[config.mk]
export PLATFORM = sky130hd
export DESIGN_NAME = wdt_timer_core
export DESIGN_NICKNAME = d
export VERILOG_FILES = /design/src/rtl/wdt_timer_core.sv
export SDC_FILE = /design/constraint.sdc
export NUM_CORES = 1
export LEC_CHECK = 0
export ABC_CLOCK_PERIOD_IN_PS = 5650
export CORE_ASPECT_RATIO = 1.25
export CORE_MARGIN = 5
export CORE_UTILIZATION = 47
export CTS_CLUSTER_DIAMETER = 100
export DETAILED_ROUTE_END_ITERATION = 8
export HOLD_SLACK_MARGIN = 0.12
export PLACE_DENSITY = 0.91
export SKIP_CTS_REPAIR_TIMING = 1
export SYNTH_ARGS = -nofsm -noshare
export SYNTH_HDL_FRONTEND = slang
export SYNTH_SLANG_ARGS = --single-unit
[constraint.sdc]
create_clock -name clk_i -period 5.65 [get_ports clk_i]
set_clock_uncertainty 0.15 [all_clocks]
set_input_delay 0.565 -clock clk_i [delete_from_list [all_inputs] [get_ports clk_i]]
set_output_delay 0.565 -clock clk_i [all_outputs]
set_load 0.005 [all_outputs]
[src/rtl/wdt_timer_core.sv]
// Watchdog timer core: prescaled up-counter with compare-based expiry,
// one-shot or auto-reload operation, early-warning level and sticky timeout flag.
//
// state      | meaning
// -----------+--------------------------------------------------------------
// ST_IDLE    | not counting; counter holds, prescaler parked at 0
// ST_RUN     | prescaler advancing, counter steps on each tick
// ST_EXPIRED | one-shot expiry reached; counter frozen until a kick
module wdt_timer_core #(
   parameter int WIDTH   = 32,
   parameter int PRESC_W = 8
) (
   input  logic               clk_i,
   input  logic               rst_ni,
   input  logic               enable_i,
   input  logic               clear_i,
   input  logic               mode_i,
   input  logic [WIDTH-1:0]   init_value_i,
   input  logic [PRESC_W-1:0] prescale_i,
   input  logic [WIDTH-1:0]   warn_value_i,
   input  logic [WIDTH-1:0]   timeout_value_i,
   input  logic               irq_ack_i,
   output logic [WIDTH-1:0]   counter_value_o,
   output logic               warn_o,
   output logic               timeout_o,
   output logic               timeout_sticky_o
);

   typedef enum logic [1:0] {
      ST_IDLE    = 2'd0,
      ST_RUN     = 2'd1,
      ST_EXPIRED = 2'd2
   } state_e;

   state_e             state_q, state_d;
   logic [WIDTH-1:0]   cnt_q, cnt_d;
   logic [PRESC_W-1:0] presc_q, presc_d;
   logic               warn_q, warn_d;
   logic               timeout_q, timeout_d;
   logic               sticky_q, sticky_d;
   logic               tick;
   logic               expire;

   // >= rather than == so a prescale lowered mid-count cannot strand the divider
   assign tick   = (state_q == ST_RUN) && enable_i && !clear_i && (presc_q >= prescale_i);
   assign expire = tick && (cnt_q == timeout_value_i);

   always_comb begin
      state_d = state_q;
      cnt_d   = cnt_q;
      presc_d = '0;
      if (clear_i) begin
         cnt_d   = init_value_i;
         state_d = enable_i ? ST_RUN : ST_IDLE;
      end else begin
         case (state_q)
            ST_IDLE: begin
               if (enable_i) state_d = ST_RUN;
            end
            ST_RUN: begin
               if (!enable_i) begin
                  state_d = ST_IDLE;
               end else if (expire) begin
                  if (mode_i) cnt_d = init_value_i;
                  else        state_d = ST_EXPIRED;
               end else if (tick) begin
                  if (cnt_q != '1) cnt_d = cnt_q + WIDTH'(1);
               end else begin
                  presc_d = presc_q + PRESC_W'(1);
               end
            end
            ST_EXPIRED: begin
               state_d = ST_EXPIRED;
            end
            default: begin
               state_d = ST_IDLE;
            end
         endcase
      end
      timeout_d = expire;
      sticky_d  = expire | (sticky_q & ~irq_ack_i);
      warn_d    = (state_d == ST_RUN) && (cnt_d >= warn_value_i);
   end

   always_ff @(posedge clk_i or negedge rst_ni) begin
      if (!rst_ni) begin
         state_q   <= ST_IDLE;
         cnt_q     <= '0;
         presc_q   <= '0;
         warn_q    <= 1'b0;
         timeout_q <= 1'b0;
         sticky_q  <= 1'b0;
      end else begin
         state_q   <= state_d;
         cnt_q     <= cnt_d;
         presc_q   <= presc_d;
         warn_q    <= warn_d;
         timeout_q <= timeout_d;
         sticky_q  <= sticky_d;
      end
   end

   assign counter_value_o  = cnt_q;
   assign warn_o           = warn_q;
   assign timeout_o        = timeout_q;
   assign timeout_sticky_o = sticky_q;

endmodule

# Yosys cells after proc, flatten, opt, wreduce, memory -nomap -nowiden

Cells that the tools add are included.
Widths: inputs -> output; s select.

Add/subtract/negate cells: 2
Equal/unequal tests: 5
Bitwise operators: 3
Multiplexer cells: 19
Reduce and logical (&&, ||, !) cells: 7
Shifts and indexed selects: 0
$lt $le $gt $ge: 2
Div/mod/pow operators: 0
Multipliers: 0

Operators with widths:

| kind                  | number |
|---|---|
| $mux 32               | 7 |
| $mux 8                | 5 |
| $add 32x1->32 const B | 1 |
| $eq 32x32->1          | 1 |
| $ge 32x32->1          | 1 |
| $ne 32x32->1 const B  | 1 |
| $mux 2                | 5 |
| $add 8x1->8 const B   | 1 |
| $ge 8x8->1            | 1 |
| $pmux 2 s3            | 1 |
| $logic_and 1x1->1     | 5 |
| $eq 2x1->1 const B    | 2 |
| $eq 2x2->1 const B    | 1 |
| $logic_not 2->1       | 1 |
| $and 1x1->1           | 1 |
| $logic_not 1->1       | 1 |
| $mux 1                | 1 |
| $not 1->1             | 1 |
| $or 1x1->1            | 1 |

Memory bits (writable): 0
Flip-flop bits (word level): 45
Output and inout bits: 35
Input port bits: 110
Logic and storage cells: 44
ROM bits: 0
Memories: 0
Latch bits: 0

# Logic depth before layout (Yosys ltp)

Gate-level depths: netlist of run 1.

Depth after elaboration: 11
Gate-level depth with buffers: 19
Depth with buffers taken out: 17

# Least setup slack after synthesis of run 1

OpenSTA, ideal clock, no wires.

Kind: reg-to-reg
Start point: reg cnt_q[0] (netlist: counter_value_o[0])
End point: reg warn_q (netlist: warn_o)
Path buffers: 2
Period minus slack after synthesis: 4.216 ns
Path slack: 1.434 ns
Library setup time: 0.123 ns
Cell stages (with the launch flop): 19
Required time: 5.377 ns
Data arrival time: 3.944 ns
Path through: dfrtp_1 -> ha_1 -> nand3_2 -> or4_1 -> buf_2 -> or3_4 -> and3_4 -> buf_6 -> nand4_1 -> xor2_1 -> o31ai_1 -> ha_1 -> a21o_1 -> a21o_1 -> a21oi_1 -> nor2_1 -> a2111oi_0 -> o21bai_1 -> o221a_2

Word-level cells in the longest chain between the ends: 9
Elaborated cells on any way between the ends: 18
Classes of those cells: add/sub (1); order compare (1); eq/ne (3); mux (11); reduce/logical (2)

RTL lines:

| item                                                 | RTL line | RTL |
|---|---|---|
| start, declared                                      | 36       | `logic [WIDTH-1:0] cnt_q, cnt_d;` |
| start signal, assigned                               | 95       | `cnt_q <= cnt_d;` |
| $add 32x1->32 / $ne 32x32->1 (equally long branches) | 67       | `if (cnt_q != '1) cnt_d = cnt_q + WIDTH'(1);` |
| $mux 32                                              | 67       |  |
| $mux 32                                              | 66       | `end else if (tick) begin` |
| $mux 32 (*)                                          | 63       | `end else if (expire) begin` |
| $mux 32 (*)                                          | 61       | `if (!enable_i) begin` |
| $mux 32 (*)                                          | 56       | `case (state_q)` |
| $mux 32 (*)                                          | 52       | `if (clear_i) begin` |
| named net cnt_d[25]                                  | 36       |  |
| $ge 32x32->1 (*)                                     | 82       | `warn_d = (state_d == ST_RUN) && (cnt_d >= warn_value_i);` |
| $logic_and 1x1->1 (*)                                | 82       |  |
| named net warn_d                                     | 38       | `logic warn_q, warn_d;` |
| end signal, assigned                                 | 97       | `warn_q <= warn_d;` |
| end, declared                                        | 38       |  |

The timed path passes the listed nets; every way through them passes the cells marked *.

# Worst setup path in the final report of run 1

Same ends and word-level chain as after synthesis.

==> out/qor.csv, run 1 <==
metric,value,unit
Critical R2R Launch,counter_value_o[0],
gr usage total,31.33,%
YS warnings,0,
net count after synthesis,681,
antenna-violating nets left,0,
CP Class,flip-flop to flip-flop,
Main synth FF type,dfrtp_1,
Critical Path Slowest Stage Cell,or4_1,
"Slew Viols, Final",0,
status,finished clean,
Worst-path clk slew,70,ps
Core Area,0.009125,sq mm
MaxCap Viol Count,0,
vias,5150,
Cell variety after synth,71,
share of Yosys cell area claimed by the top area cell type,25.65,%
clock insertion delay at the later pin of the skew report,300,ps
cells after synthesis,529,
Worst Path Max Fanout,7,
Mapped Area,0.004390,sq mm
Ports,145,
power per cell area,170.6,mW/mm^2
register area share after synthesis,25.65,%
R2R Setup Slk,770,ps
first-pass GRT wire length,27840,um
Post-synth EDFFs,0,
Post-Syn Area per Cell,8.300,sq um
Crit path largest cell delay,730,ps
pre-CTS setup slack,641.3,ps
layout cells sized above 1,7.806,%
root buffer cell,clkbuf_16,
Remaining DRCs,0,
floorplan row count,39,
sum of negative setup slack,0,ps
Rel. slew slack,25.40,%
LEAKAGE,2.601,nW
Reg2Reg Depth,15,
f_max,204.8,MHz
"Data arrival, critical path",4920,ps
RSZ-0062 raised after global routing,no,
WL/cell,22.41,um
cells along the critical path,ha_1 -> nand3_2 -> or4_1 -> nor3_1 -> nand4bb_1 -> mux2_2 -> o22ai_1 -> a21oi_1 -> ha_1 -> or4_1 -> a221oi_1 -> o21ai_0 -> o2111ai_1 -> a211oi_1 -> o221a_2,
largest area contributor in the netlist,dfrtp_1,
post-DP HPWL,14190,um
Peak VDD IR,0.0001100,V
crit path time final,4884,ps
initial antenna violation count,0,
Critical Path Source Type,flip-flop,
IO buf count,144,
vias in the first global route,5334,
final wirelength,17980,um
Die X,96.45,um
synth top area cells,"dfrtp_1, ha_1, xor2_1",
Final WS setup,766.5,ps
required time worst endpoint,5680,ps
total gr overflow,0,
most common cell in the netlist,inv_1,
CTS max path bufs,2,
Iter 0 DRT Violations,531,
final setup vio count,0,
fin crit share,86.43,%
cts bufs inserted,5,
commonest cells in the synthesized netlist,"inv_1, dfrtp_1, ha_1",
CP Capture Type,flip-flop,
# fillers,780,
drt via density,6.421,
H-Tree Depth,2,
routability cong.,1.120,
drt pass-1 iters,9,
Least-Margin Pin Slew,1119,ps
Layout area overhead,39.30,%
Final #Nets,830,
Seq cells post-synth,45,
hold crit path type,input pin to async pin,
Starting Density,48.11,%
Ant. Diodes,0,
Fin Hold WS,330.4,ps
TritonCTS clock tree,built,
DIE AREA,0.01139,sq mm
Hold Fails Final Rpt,0,
Die Ht,118.1,um
largest net degree at the start of global routing,46,
R2R Path End,warn_o,
clock sink total,45,
ys async rst share,100.0,%
-- flip-flops by register name (all words and copies together), names as in the netlist --
| signal | cells |
|---|---|
| state_q | 2 |
| counter_value_o | 32 |
| timeout_o | 1 |
| presc_q | 8 |
| warn_o | 1 |
| timeout_sticky_o | 1 |
-- worst max-delay path by stage --
stage | startpoint | endpoint | slack, ps | cells after the start
2_1_floorplan | counter_value_o[0] | warn_o | 1430 | 18
3_3_place_gp | prescale_i[7] | warn_o | 770 | 19
3_5_place_dp | prescale_i[7] | warn_o | 640 | 19
4_1_cts | prescale_i[7] | warn_o | 930 | 19
5_1_grt | prescale_i[7] | warn_o | 700 | 19
6_report | counter_value_o[0] | warn_o | 770 | 15
-- power breakdown --
group | switching, mW | total [mW] | internal, mW
Clock | 0.128 | 0.293 | 0.165
Combinational | 0.164 | 0.358 | 0.194
Sequential | 0.0471 | 0.392 | 0.345
-- stage by stage --
stage          utilization, %  total power [mW]  instances  area [sq um]
3_3_place_gp            65.53            0.7355        794          5979
2_1_floorplan               -            0.5379        529          4390
4_1_cts                 67.02             1.038        802          6116
3_5_place_dp            65.53            0.7464        794          5979
5_1_grt                 67.02             1.086        802          6116
6_report                67.02             1.043        802          6116
-- layout make-up --
type                    instances  area, sq um  area share [%]
flip-flops and latches         45         1126           18.41
inverters                      57        214.0           3.498
repair buffers                165         1594           26.06
clock buffers                   8        136.4           2.230
multi-input cells             404         2892           47.28
well taps                     123        153.9           2.516
-- metal layers --
metal / routed length (um) / vias up / GRT usage (%)
met5: 0 / - / 0
met4: 927 / 0 / 15.79
met3: 1830 / 85 / 5.243
met2: 8702 / 396 / 51.99
met1: 6514 / 2408 / 38.13
li1: - / 2261 / -
-- critical path, delay by kind of cell (launching register included) --
kind / cells / cell delay (ps)
AND/OR/NAND/NOR: 5 / 2170
AO/OA/AOI/OAI: 7 / 1180
flip-flops: 1 / 480
adder cells (fa/ha/maj): 2 / 460
multiplexers: 1 / 340
-- logic make-up after synthesis --
logic type               after synthesis  share of synthesized area (%)
adder cells (fa/ha/maj)               42                          11.97
multiplexers                           9                          2.194
flip-flops                            45                          25.65
buffers and inverters                 80                          8.492
AO/OA/AOI/OAI                        118                          19.24
XOR/XNOR                              41                          8.179
AND/OR/NAND/NOR                      194                          24.28
-- layout by cell type, fill, tap and decap left out, types with 20 or more instances in the layout --
| master | count |
|---|---|
| nand4_1 | 20 |
| nand2_1 | 29 |
| dfrtp_1 | 45 |
| a21oi_1 | 27 |
| clkdlybuf4s50_1 | 143 |
| ha_1 | 42 |
| nor2_1 | 37 |
| xor2_1 | 38 |
| inv_1 | 56 |
| buf_4 | 21 |
| nand3_1 | 24 |
Note: power is estimated with default switching activity, not from simulation.
==> inputs of run 2 (changes only) <==
Settings changed: CORE_MARGIN 5 to 1.5.
==> out/qor.csv, run 2 (synthesis gave the netlist of run 1 again) <==
metric,value,unit
multi-input gate area in the final layout,0.002892,sq mm
Layout area overhead,40.35,%
R2R Path End,warn_o,
cts bufs inserted,5,
placed cell areas,0.005972,sq mm
IO buf count,144,
Worst-path clk slew,60,ps
Ant. Diodes,0,
"Slew Viols, Final",0,
CP Class,input pin to flip-flop,
Core Area,0.009125,sq mm
LEAKAGE,2.625,nW
Reg2Reg Depth,16,
number of flip-flops in the largest register,32,
Critical Path Slowest Stage Cell,nor2_1,
root buffer cell,clkbuf_16,
first-pass GRT wire length,25910,um
total gr overflow,0,
Critical R2R Launch,presc_q[0],
hold crit path type,input pin to async pin,
"commonest non-fill, non-tap cell in the layout",clkdlybuf4s50_1,
CP Capture Type,flip-flop,
Die X,89.45,um
Crit path largest cell delay,870,ps
post-DP HPWL,13350,um
initial antenna violation count,0,
MaxCap Viol Count,0,
DIE AREA,0.009934,sq mm
cells along the critical path,clkdlybuf4s50_1 -> inv_1 -> ha_1 -> nand4_1 -> a21oi_1 -> a21oi_1 -> nor2_1 -> a31oi_1 -> buf_4 -> nor2_1 -> a311oi_1 -> ha_1 -> or4_1 -> a221oi_1 -> o21ai_0 -> o2111ai_1 -> a211oi_1 -> o221a_2,
most frequent cells in the layout,"clkdlybuf4s50_1, inv_1, dfrtp_1, ha_1, xor2_1",
Hold Fails Final Rpt,0,
Peak VDD IR,0.0001223,V
Rel. slew slack,27.70,%
WL/cell,21.22,um
required time worst endpoint,5680,ps
# fillers,755,
floorplan row count,39,
gr usage total,34.51,%
H-Tree Depth,2,
vias in the first global route,5109,
largest net degree at the start of global routing,46,
Final #Nets,829,
FF+latch area,0.001126,sq mm
vias,5092,
R2R Setup Slk,570,ps
Ports,145,
Starting Density,48.11,%
"Data arrival, critical path",5380,ps
Final Cell Area,0.006162,sq mm
Worst Path Max Fanout,12,
antenna-violating nets left,0,
RSZ-0062 raised after global routing,no,
clock sink total,45,
drt via density,6.357,
f_max,186.8,MHz
fin crit share,94.73,%
placed cells,793,
status,finished clean,
layout cells sized above 1,8.112,%
TritonCTS clock tree,built,
sum of negative setup slack,0,ps
drt pass-1 iters,6,
power per cell area,183.8,mW/mm^2
Die Ht,111.1,um
Iter 0 DRT Violations,458,
crit path time final,5352,ps
Critical Path Source Type,input pin,
routability cong.,1.094,
final wirelength,17000,um
Remaining DRCs,0,
Least-Margin Pin Slew,1085,ps
Finished Layout Cells,801,
CTS max path bufs,2,
final setup vio count,0,
clock insertion delay at the later pin of the skew report,300,ps
==> run 2: critical path, delay by kind of cell <==
| family | cells | cell delay (ps) |
|---|---|---|
| AO/OA/AOI/OAI | 9 | 1900 |
| adder cells (fa/ha/maj) | 2 | 570 |
| buffers and inverters | 3 | 730 |
| AND/OR/NAND/NOR | 4 | 1610 |
==> run 2: metal layers <==
metal  global-route usage, %  wire length (um)
met5                       0                 0
met4                   17.64               856
met3                   5.138              1604
met2                   58.60              8309
met1                   41.01              6228
==> run 2: worst max path at each step <==
stage / depth (start not counted) / slack (ps) / from / to
2_1_floorplan: 18 / 1430 / counter_value_o[0] / warn_o
3_3_place_gp: 18 / 210 / prescale_i[7] / warn_o
3_5_place_dp: 18 / 230 / prescale_i[7] / warn_o
4_1_cts: 18 / 520 / prescale_i[7] / warn_o
5_1_grt: 17 / 150 / prescale_i[0] / warn_o
6_report: 18 / 300 / prescale_i[7] / warn_o
==> run 2: per-stage QoR <==
step	power, mW	setup WS [ps]	util [%]	hold WS (ps)
floorplan	0.5379	1434	-	119.4
global placement	0.7360	212.2	65.45	375.3
detailed placement	0.7459	230.7	65.45	397.9
CTS	1.128	523.9	67.53	342.2
global route	1.177	146.2	67.53	400.9
finish	1.133	298.0	67.53	318.2
==> run 2: cell type report <==
cell class / instances / share of cell area (%)
multi-input combinational: 404 / 46.92
timing repair buffer: 164 / 25.75
sequential: 45 / 18.27
inverter: 57 / 3.472
tap: 123 / 2.497
clock buffer: 5 / 2.030
clock inverter: 3 / 1.056
==> run 2: where the power goes <==
| group | switching [mW] | internal (mW) | total, mW |
|---|---|---|---|
| combinational | 0.163 | 0.194 | 0.357 |
| clock | 0.131 | 0.253 | 0.384 |
| sequential | 0.0471 | 0.345 | 0.392 |
==> inputs of run 3 (changes only) <==
Settings changed: PLACE_DENSITY 0.91 to default, PLACE_DENSITY_LB_ADDON from default to 0.05.
==> out/qor.csv, run 3 (synthesis gave the netlist of run 1 again) <==
metric,value,unit
hold crit path type,input pin to async pin,
H-Tree Depth,2,
Starting Density,48.11,%
P_sw,0.3373,mW
first-pass GRT wire length,25310,um
Critical Path Source Type,input pin,
gr usage total,33.70,%
clock insertion delay at the later pin of the skew report,300,ps
WL/cell,20.66,um
Ports,145,
IO buf count,144,
Die Ht,111.1,um
Reg2Reg Depth,16,
GR Util met2,57.29,%
vias in the first global route,4968,
post-DP HPWL,13160,um
Worst-path clk slew,60,ps
CP Class,input pin to flip-flop,
Peak VDD IR,0.0001130,V
Pint,0.7873,mW
Finished Layout Cells,801,
Iter 0 DRT Violations,340,
drt via density,6.115,
"Slew Viols, Final",0,
routability cong.,1.045,
Remaining DRCs,0,
CTS max path bufs,2,
Least-Margin Pin Slew,1063,ps
fin crit share,95.71,%
cts bufs inserted,5,
clock group share of total power,34.4,%
total gr overflow,0,
R2R Path End,warn_o,
DIE AREA,0.009934,sq mm
share of total power in sequential cells,35.1,%
cells along the critical path,clkdlybuf4s50_1 -> ha_1 -> nand2b_1 -> a2111o_1 -> a21oi_1 -> nor2_1 -> a31oi_1 -> buf_4 -> nor2_1 -> a311oi_1 -> ha_1 -> o2111ai_1 -> o21ai_0 -> o2111ai_1 -> a211oi_1 -> o221a_2,
number of flip-flops in the largest register,32,
Rel. slew slack,29.13,%
MaxCap Viol Count,0,
clock sink total,45,
Hold Fails Final Rpt,0,
most frequent cells in the layout,"clkdlybuf4s50_1, inv_1, dfrtp_1, ha_1, xor2_1",
final setup vio count,0,
status,finished clean,
CP Capture Type,flip-flop,
R2R Setup Slk,450,ps
largest net degree at the start of global routing,46,
"Data arrival, critical path",5490,ps
Worst Path Max Fanout,9,
f_max,184.9,MHz
met3 Use GR,4.989,%
Die X,89.45,um
Final #Nets,829,
vias,4898,
layout cells sized above 1,8.112,%
placed cells,793,
floorplan row count,39,
power per cell area,182.5,mW/mm^2
Layout area overhead,40.35,%
Critical Path Slowest Stage Cell,a211oi_1,
crit path time final,5408,ps
final wirelength,16550,um
Comb power frac,30.5,%
Sw Ratio,29.99,%
GR peak layer,met2,
Fin Hold WS,307.3,ps
TritonCTS clock tree,built,
LEAKAGE,2.627,nW
required time worst endpoint,5730,ps
Critical R2R Launch,presc_q[0],
drt pass-1 iters,7,
RSZ-0062 raised after global routing,no,
initial antenna violation count,0,
met1 Use GR,40.81,%
root buffer cell,clkbuf_16,
sum of negative setup slack,0,ps
"commonest non-fill, non-tap cell in the layout",clkdlybuf4s50_1,
Crit path largest cell delay,630,ps
Core Area,0.009125,sq mm
antenna-violating nets left,0,
total chip power,1.125,mW
Ant. Diodes,0,
run 3: worst max path at each step:
stage                                  start  endpoint  slack, ps  cells after the start
after floorplan           counter_value_o[0]    warn_o       1430                     18
after global placement         prescale_i[0]    warn_o        170                     16
after detailed placement       prescale_i[0]    warn_o        -20                     16
after CTS                      prescale_i[0]    warn_o        280                     16
after global routing           prescale_i[0]    warn_o         20                     16
final                          prescale_i[0]    warn_o        240                     16
run 3: worst max-delay path: cells and delay by family:
kind                     cells  cell delay (ps)
AO/OA/AOI/OAI                9             3280
adder cells (fa/ha/maj)      2              500
buffers and inverters        2              680
AND/OR/NAND/NOR              3              450
run 3: per-stage QoR:
step	area (sq um)	util, %	setup WS (ps)
after floorplan	4390	-	1434
final	6162	67.53	242.3
after global placement	5972	65.45	169.3
after CTS	6162	67.53	275.6
after global routing	6162	67.53	16.65
after detailed placement	5972	65.45	-18.36
run 3: metal layers:
layer  part of all wire (%)  vias up  routed length (um)
met5                      0        -                   0
met4                    4.4        0                 720
met3                    7.0       52                1156
met2                     50      266                8221
met1                     39     2311                6450
li1                       -     2269                   -
run 3: cell type report:
class	count	area, sq um
clock inverter	3	65.06
inverter	57	214.0
clock buffer	5	125.1
tap	123	153.9
multi-input combinational	404	2892
timing repair buffer	164	1587
fill	759	2963
sequential	45	1126
run 3: power by group through the flow:
stage | Sequential (mW) | Clock [mW] | Combinational, mW
after floorplan | 0.383 | 0 | 0.154
after global placement | 0.398 | 0 | 0.333
after detailed placement | 0.399 | 0 | 0.340
after CTS | 0.393 | 0.390 | 0.342
after global routing | 0.398 | 0.403 | 0.373
final | 0.394 | 0.387 | 0.343
